==> config.mk <==
export PLATFORM = sky130hd
export DESIGN_NAME = func_min_sweep_ctrl
export DESIGN_NICKNAME = d
export VERILOG_FILES = /design/src/rtl/func_min_pkg.sv /design/src/rtl/func_min_vec_gen.sv /design/src/rtl/func_min_sweep_ctrl.sv
export SDC_FILE = /design/constraint.sdc
export NUM_CORES = 1
export LEC_CHECK = 0
export CORE_MARGIN = 2
export CORE_UTILIZATION = 35
export CTS_CLUSTER_SIZE = 14
export DETAILED_ROUTE_END_ITERATION = 8
export MAX_ROUTING_LAYER = met4
export SLEW_MARGIN = 15
export SYNTH_ARGS = -nofsm -noshare
export SYNTH_HDL_FRONTEND = slang
export SYNTH_SLANG_ARGS = --single-unit
==> constraint.sdc <==
create_clock -name clk -period 3.7 [get_ports clk]
set_input_delay 0.74 -clock clk [delete_from_list [all_inputs] [get_ports clk]]
set_output_delay 0.74 -clock clk [all_outputs]
set_load 0.1 [all_outputs]
==> src/rtl/func_min_pkg.sv <==
// Shared types and widths for the minimised-function sweep controller.
package func_min_pkg;
    typedef enum logic [1:0] {IDLE, SETTLE, SAMPLE, DONE} state_e;

    localparam int N_IN  = 4;
    localparam int TT_W  = 16;
    localparam int ERR_W = 5;
endpackage

==> src/rtl/func_min_vec_gen.sv <==
// Combinational sweep index -> function input vector; Gray order when FUNC_MIN_SWEEP_GRAY_EN is defined.
module func_min_vec_gen
    import func_min_pkg::*;
(
    input  logic [N_IN-1:0] idx_i,
    output logic [N_IN-1:0] vec_o
);

`ifdef FUNC_MIN_SWEEP_GRAY_EN
    // Only one function input toggles per step, limiting glitch-induced mis-samples.
    assign vec_o = idx_i ^ (idx_i >> 1);
`else
    assign vec_o = idx_i;
`endif

endmodule

==> src/rtl/func_min_sweep_ctrl.sv <==
// Self-test sweep of a 4-input function block: 16 vectors x (SETTLE_CYCLES+1) cycles, done one cycle later;
// start ignored while busy, abort returns to IDLE. Vector order set by FUNC_MIN_SWEEP_GRAY_EN (binary if undefined).
module func_min_sweep_ctrl
    import func_min_pkg::*;
#(
    parameter int SETTLE_CYCLES = 2,
    parameter int CNT_W         = 4
) (
    input  logic             clk,
    input  logic             rst_n,
    input  logic             start,
    input  logic             abort,
    input  logic [TT_W-1:0]  expected,
    input  logic             z,
    output logic             a,
    output logic             b,
    output logic             c,
    output logic             d,
    output logic             busy,
    output logic             done,
    output logic             pass,
    output logic [TT_W-1:0]  tt,
    output logic [ERR_W-1:0] err_count,
    output logic [N_IN-1:0]  first_err_idx
);

    state_e           state_q, state_d;
    logic [N_IN-1:0]  idx_q, idx_d;
    logic [CNT_W-1:0] cnt_q, cnt_d;
    logic [TT_W-1:0]  exp_q, exp_d;
    logic [TT_W-1:0]  tt_q, tt_d;
    logic [ERR_W-1:0] err_q, err_d;
    logic [N_IN-1:0]  first_q, first_d;
    logic             pass_q, pass_d;
    logic             busy_q, busy_d;
    logic [N_IN-1:0]  vec_q, vec_d;
    logic [N_IN-1:0]  vec_nxt;

    // Vector is generated from the next index and registered, so a..d are glitch-free.
    func_min_vec_gen u_vec_gen (
        .idx_i (idx_d),
        .vec_o (vec_nxt)
    );

    always_comb begin
        state_d = state_q;
        idx_d   = idx_q;
        cnt_d   = cnt_q;
        exp_d   = exp_q;
        tt_d    = tt_q;
        err_d   = err_q;
        first_d = first_q;
        pass_d  = pass_q;
        busy_d  = busy_q;

        if (abort && state_q != IDLE) begin
            state_d = IDLE;
            busy_d  = 1'b0;
            pass_d  = 1'b0;
        end else begin
            case (state_q)
                IDLE: begin
                    if (start) begin
                        exp_d   = expected;
                        idx_d   = '0;
                        cnt_d   = '0;
                        tt_d    = '0;
                        err_d   = '0;
                        first_d = '0;
                        pass_d  = 1'b0;
                        busy_d  = 1'b1;
                        state_d = SETTLE;
                    end
                end
                SETTLE: begin
                    if (cnt_q == CNT_W'(SETTLE_CYCLES - 1)) begin
                        cnt_d   = '0;
                        state_d = SAMPLE;
                    end else begin
                        cnt_d = cnt_q + 1'b1;
                    end
                end
                SAMPLE: begin
                    // vec_q still holds vec(idx_q) here; results are indexed by vector value.
                    tt_d[vec_q] = z;
                    if (z != exp_q[vec_q]) begin
                        err_d = err_q + 1'b1;
                        if (err_q == '0) first_d = vec_q;
                    end
                    if (idx_q == '1) begin
                        state_d = DONE;
                    end else begin
                        idx_d   = idx_q + 1'b1;
                        state_d = SETTLE;
                    end
                end
                DONE: begin
                    pass_d  = (err_q == '0);
                    busy_d  = 1'b0;
                    state_d = IDLE;
                end
                default: state_d = IDLE;
            endcase
        end

        vec_d = (state_d == SETTLE || state_d == SAMPLE) ? vec_nxt : '0;
    end

    always_ff @(posedge clk or negedge rst_n) begin
        if (!rst_n) begin
            state_q <= IDLE;
            idx_q   <= '0;
            cnt_q   <= '0;
            exp_q   <= '0;
            tt_q    <= '0;
            err_q   <= '0;
            first_q <= '0;
            pass_q  <= 1'b0;
            busy_q  <= 1'b0;
            vec_q   <= '0;
        end else begin
            state_q <= state_d;
            idx_q   <= idx_d;
            cnt_q   <= cnt_d;
            exp_q   <= exp_d;
            tt_q    <= tt_d;
            err_q   <= err_d;
            first_q <= first_d;
            pass_q  <= pass_d;
            busy_q  <= busy_d;
            vec_q   <= vec_d;
        end
    end

    assign {a, b, c, d}  = vec_q;
    assign busy          = busy_q;
    assign done          = (state_q == DONE);
    assign pass          = pass_q;
    assign tt            = tt_q;
    assign err_count     = err_q;
    assign first_err_idx = first_q;

endmodule

==> qor.yml, run 1 <==
run_status:
  status: "finished, final reports clean"
routing:
  drc: 0
  num_vias: 2428
  first_pass_iters: 5
  viasPerCell: 5.177
  drt_iter0_drc: 119
  wirelength_mm: 6.999
  ant_nets: 0
  drt-wirelength-per-cell_microns: 14.92
synthesis:
  yosysTopAreaCellShare_pct: 50.04
  seq_area_frac_synth_pct: 50.04
  synth_simple_gate_area_share_pct: 18.66
  synth_fp_nets: 335
  syn-cell-area_sq_mm: 0.002850
  synth_cell_type_count: 39
  yosys.area.top_type: "dfrtp_1"
  synthMuxAreaShare_pct: 9.570
  synthAdderAreaFrac_pct: 1.317
  ys_top_cells_by_area: "dfrtp_1 50%, nand2_1 9.0%, o21ai_0 7.0%"
  synth.ff_latch_count: 57
  postSynth.topFlopCell: "dfrtp_1"
  yosysWarnings: 0
  synth_compound_area_share_pct: 15.45
  synth-edff-count: 0
  synthXorXnorAreaFrac_pct: 0.6146
  synthTopCellsByCount: "68 x nand2_1, 57 x dfrtp_1, 40 x o21ai_0"
  avgSynthCellArea_sq_um: 9.165
  netlist_instances: 311
  post-synth-top-count-cell: "nand2_1"
  async_reset_ff_share_pct: 100.0
  synth_top_family_by_area: "simple AND/OR/NAND/NOR gates"
floorplan:
  die_h_microns: 94.24
  initial_core_util_pct: 36.51
  die_w_microns: 94.24
  die_area_sq_mm: 0.008881
  num_rows: 32
  io_pins: 53
  core-area_sq_mm: 0.007807
worst_setup_path:
  critPathBufInv: 1
  max_stage_delay_ns: 1.19
  worstSetupPathType: "flop to primary output"
  crit_required_ns: 2.96
  crit_path_end_kind: "primary output"
  crit_path_max_fanout: 8
  slowest_stage: "clkdlybuf4s50_1"
  arrival_ns: 2.02
  cp_cell_sequence: "clkdlybuf4s50_1"
  startpoint_type: "flop"
  critPathTopFamily: "buffers and inverters"
min_path:
  hold_path.class: "input pin to async pin"
timing:
  clock.fmax_mhz: 362.0
  setup_violations: 0
  hold_violations: 0
  setup_tns_ns: 0
  min_period_ns: 2.763
  whs_ns: 0.3852
  fin_crit_sh_pct: 74.67
  clock_skew_ns: 0.006138
  rsz0062_at_grt: "no"
  finalMaxSlewViolations: 0
  worstMarginPinSlew_ns: 0.9967
  slew-limit-headroom_pct: 33.35
global_route:
  grt_pass1_vias: 2242
  grt_overflow: 0
  grt_pass1_wl_mm: 11.29
  grt.total_usage_pct: 17.49
  grt_max_degree: 32
  antenna_found_initial: 0
power_and_ir_drop:
  peakVddDrop_v: 0.0003407
  power_switching_w: 0.0006773
  p_int_w: 0.001259
  leakage_nw: 1.586
  combPwrFrac_pct: 27.9
  sequentialPowerShare_pct: 42.1
  power_frac_clock_pct: 30.0
  p_sw_share_pct: 34.98
  power_density_mw_per_mm2: 533.3
cells_and_area:
  drive_above_1_share_pct: 8.719
  synthToLayoutAreaGrowth_pct: 27.39
  diodes: 0
  fin_nets: 386
  post-route-util_pct: 46.51
cts:
  clk_pin_slew_worst_paths_ns: 0.07
  clock_latency_ns: 0.34
  cts_tree: "yes"
  cts_setup_buffers: 0
  htreeDepth: 3
  clock-sinks: 57
  cts_buffers: 9
  cts_hold_buf: 0
  cts-root-buf: "clkbuf_8"
  cts_resized: 0
  cts.path.max_buffers: 2
placement:
  dp_hpwl_mm: 5.044
  place_congestion: 0.8285
  io_buffer_count: 52
flow_run:
  drv_cap: 0
cells in the final DEF, fill, tap and decap left out, drive strengths merged, types with 2 or more instances in the layout:
cell           count
clkdlybuf4s50     47
clkinvlp           2
mux4               2
dfrtp             57
a21oi             15
ha                 3
xor2               2
nand2             68
mux2               6
nor2              15
inv               14
nand2b             8
clkinv             2
nor3               6
clkbuf            11
a31oi              6
o21ai             40
nor2b              2
mux2i             14
nand4              2
buf                8
o22ai              5
nand3             12
o31a               3
a21boi             3
and2               2
final cells by class:
type / count / area [sq um]
Fill cell: 760 / 4177
Sequential cell: 57 / 1426
Multi-Input combinational cell: 225 / 1300
Timing Repair Buffer: 55 / 528.0
Clock buffer: 11 / 141.4
Tap cell: 102 / 127.6
Clock inverter: 5 / 55.05
Inverter: 14 / 52.55
through the flow:
step           cell area (sq um)  worst slack (ns)  instances  power, W
2_1_floorplan               2850            0.8364        311  0.001223
3_3_place_gp                3435            0.8307        453  0.001366
3_5_place_dp                3435            0.7307        453  0.001373
4_1_cts                     3631            0.9130        469  0.001958
5_1_grt                     3631            0.8224        469  0.002057
6_report                    3631            0.9373        469  0.001936
worst reg2reg max path: stages, from the launching register on:
cell and delay, ns:
dfrtp_1 0.49, mux2_1 0.35, mux4_2 0.54, mux2i_4 0.24
nor3_2 0.25, mux2_4 0.32
power groups by stage:
stage	Clock (W)	Sequential, W	Combinational, W
2_1_floorplan	0	0.000871	0.000352
3_3_place_gp	0	0.000826	0.000540
3_5_place_dp	0	0.000828	0.000545
4_1_cts	0.000595	0.000816	0.000547
5_1_grt	0.000624	0.000832	0.000600
6_report	0.000580	0.000816	0.000540
final timing paths:
path	endpoint	startpoint	slack (ns)	depth (start not counted)
worst max-delay path	d	vec_q[0]	0.94	1
worst min-delay path	exp_q[13]	rst_n	0.39	1
worst max register to register	err_count[0]	vec_q[1]	1.40	5
worst min register to register	exp_q[1]	exp_q[1]	0.47	2
max in group asynchronous	tt[3]	rst_n	2.50	2
min in group clk	exp_q[1]	exp_q[1]	0.47	2
flip-flops by register name, summed over array words and instances (netlist names):
register	count
err_count	5
tt	16
vec_q	4
state_q	2
pass	1
cnt_q	4
exp_q	16
idx_q	4
busy	1
first_err_idx	4
metal layers:
layer	vias up	track usage, %	routed length (microns)
met2	65	25.42	3185
li1	1177	-	-
met5	-	-	0
met1	1172	23.21	3327
met4	0	8.937	180
met3	14	3.531	305
cells by family (layout without fill, tap and decap cells):
family,after synthesis,count (layout)
and+or+nand+nor,120,120
AOI/OAI and AO/OA,78,78
DFF,57,57
buffers and inverters,29,85
muxes,22,22
adders and majority gates,3,3
xor gates and xnor gates,2,2
Power figures use the tool's default switching activity.
==> run 2: changes to the inputs <==
clock period = 2.5 ns   (was 3.7 ns; I/O delays follow)
==> qor.yml, run 2 (synthesis gave the netlist of run 1 again) <==
floorplan:
  die_area_sq_mm: 0.008881
  core-area_sq_mm: 0.007807
  initial_core_util_pct: 36.51
  io_pins: 53
  die_h_microns: 94.24
  die_w_microns: 94.24
  num_rows: 32
worst_setup_path:
  crit_path_max_fanout: 16
  worstSetupPathType: "flop to flop"
  critical_path_depth: 5
  critPathTopFamily: "multiplexers"
  rrSetupSlack_ns: 0.16
  critPathBufInv: 0
  cp_cell_sequence: "mux2_1 -> mux4_2 -> mux2i_4 -> nor3_2 -> mux2_4"
  max_stage_delay_ns: 0.58
  crit_path_end_kind: "flop"
  crit_required_ns: 2.72
  rr_endpoint: "err_count[0]"
  reg2reg_depth: 5
  slowest_stage: "dfrtp_4"
  startpoint_type: "flop"
  arrival_ns: 2.56
  worstReg2RegStart: "vec_q[1]"
cells_and_area:
  num-fill-cells: 784
  final_cell_mix: "68 x nand2_1, 54 x dfrtp_1, 43 x buf_4"
  final_area_sq_mm: 0.003605
  synthToLayoutAreaGrowth_pct: 26.47
  fin_nets: 394
  diodes: 0
  drive_above_1_share_pct: 18.67
  post-route-util_pct: 46.17
  final_common_cell: "nand2_1"
cts:
  cts.path.max_buffers: 2
  clock-sinks: 57
  cts-root-buf: "clkbuf_8"
  htreeDepth: 3
  cts_hold_buf: 0
  cts_resized: 0
  clk_pin_slew_worst_paths_ns: 0.06
  cts_setup_buffers: 0
  clock_latency_ns: 0.33
  cts_tree: "yes"
  cts_buffers: 9
global_route:
  grt_pass1_wl_mm: 11.81
  antenna_found_initial: 0
  grt_overflow: 0
  grt_max_degree: 25
  grt_pass1_vias: 2396
  grt.total_usage_pct: 17.84
timing:
  hold_violations: 0
  worstMarginPinSlew_ns: 0.5789
  clock_skew_ns: 0.003438
  whs_ns: 0.1656
  fin_crit_sh_pct: 93.78
  slew-limit-headroom_pct: 61.41
  min_period_ns: 2.344
  setup_violations: 0
  rsz0062_at_grt: "no"
  clock.fmax_mhz: 426.5
  setup_tns_ns: 0
  finalMaxSlewViolations: 0
routing:
  dr_wl_met2_mm: 3.374
  highest-signal-layer: "met4"
  first_pass_iters: 4
  drc: 0
  viasPerCell: 5.136
  num_vias: 2450
  wl_met3_microns: 272
  drt_iter0_drc: 187
  wl_met1_mm: 3.346
  wirelength_mm: 7.097
  drt-wirelength-per-cell_microns: 14.88
  ant_nets: 0
power_and_ir_drop:
  power_density_mw_per_mm2: 778.0
  peakVddDrop_v: 0.0006394
  leakage_nw: 1.672
flow_run:
  drv_cap: 0
placement:
  dpl_cell_area_sq_mm: 0.003431
  dp_hpwl_mm: 5.192
  io_buffer_count: 52
  place_congestion: 0.8226
run_status:
  status: "finished, final reports clean"
min_path:
  hold_path.class: "input pin to async pin"
-- run 2: worst reg2reg max path, stage by stage (launching register included) --
cell,delay (ns)
dfrtp_4,0.58
mux2_1,0.34
mux4_2,0.53
mux2i_4,0.24
nor3_2,0.22
mux2_4,0.32
-- run 2: metal layers --
layer	global-route usage [%]	vias to the layer above
li1	-	1194
met3	4.093	9
met5	-	-
met1	23.40	1198
met4	6.763	0
met2	27.08	49
-- run 2: how the worst max path moves through the flow --
stage / start / endpoint / slack, ns
2_1_floorplan: vec_q[1] / err_count[0] / 0.04
3_3_place_gp: vec_q[1] / err_count[0] / 0.21
3_5_place_dp: vec_q[1] / err_count[0] / 0.18
4_1_cts: vec_q[1] / err_count[0] / 0.16
5_1_grt: vec_q[1] / err_count[0] / 0.08
6_report: vec_q[1] / err_count[0] / 0.16
-- run 2: area by class of cell --
cell class | count | area, sq um | share of cell area [%]
sequential | 57 | 1433 | 39.74
multi-input combinational | 225 | 1300 | 36.06
timing repair buffer | 63 | 518.0 | 14.37
clock buffer | 13 | 158.9 | 4.408
tap | 102 | 127.6 | 3.540
inverter | 14 | 52.55 | 1.458
clock inverter | 3 | 15.01 | 0.4165
-- run 2: where the power goes --
part / switching (W) / total, W / internal [W]
clock: 0.000343 / 0.000752 / 0.000409
combinational: 0.000516 / 0.000837 / 0.000321
sequential: 0.000130 / 0.00122 / 0.00109
total: 0.000988 / 0.00280 / 0.00182
-- run 2: through the flow --
stage / total power [W] / cells / setup WS [ns]
CTS: 0.002850 / 477 / 0.1593
floorplan: 0.001810 / 311 / 0.04359
finish: 0.002805 / 477 / 0.1556
global placement: 0.002064 / 461 / 0.2121
detailed placement: 0.002080 / 461 / 0.1762
global route: 0.002989 / 477 / 0.07803
==> run 3: changes to the inputs <==
GPL_ROUTABILITY_DRIVEN = 0   (was unset)
==> results of run 3 <==
Final layout, timing and power as in run 2 (identical DEF).
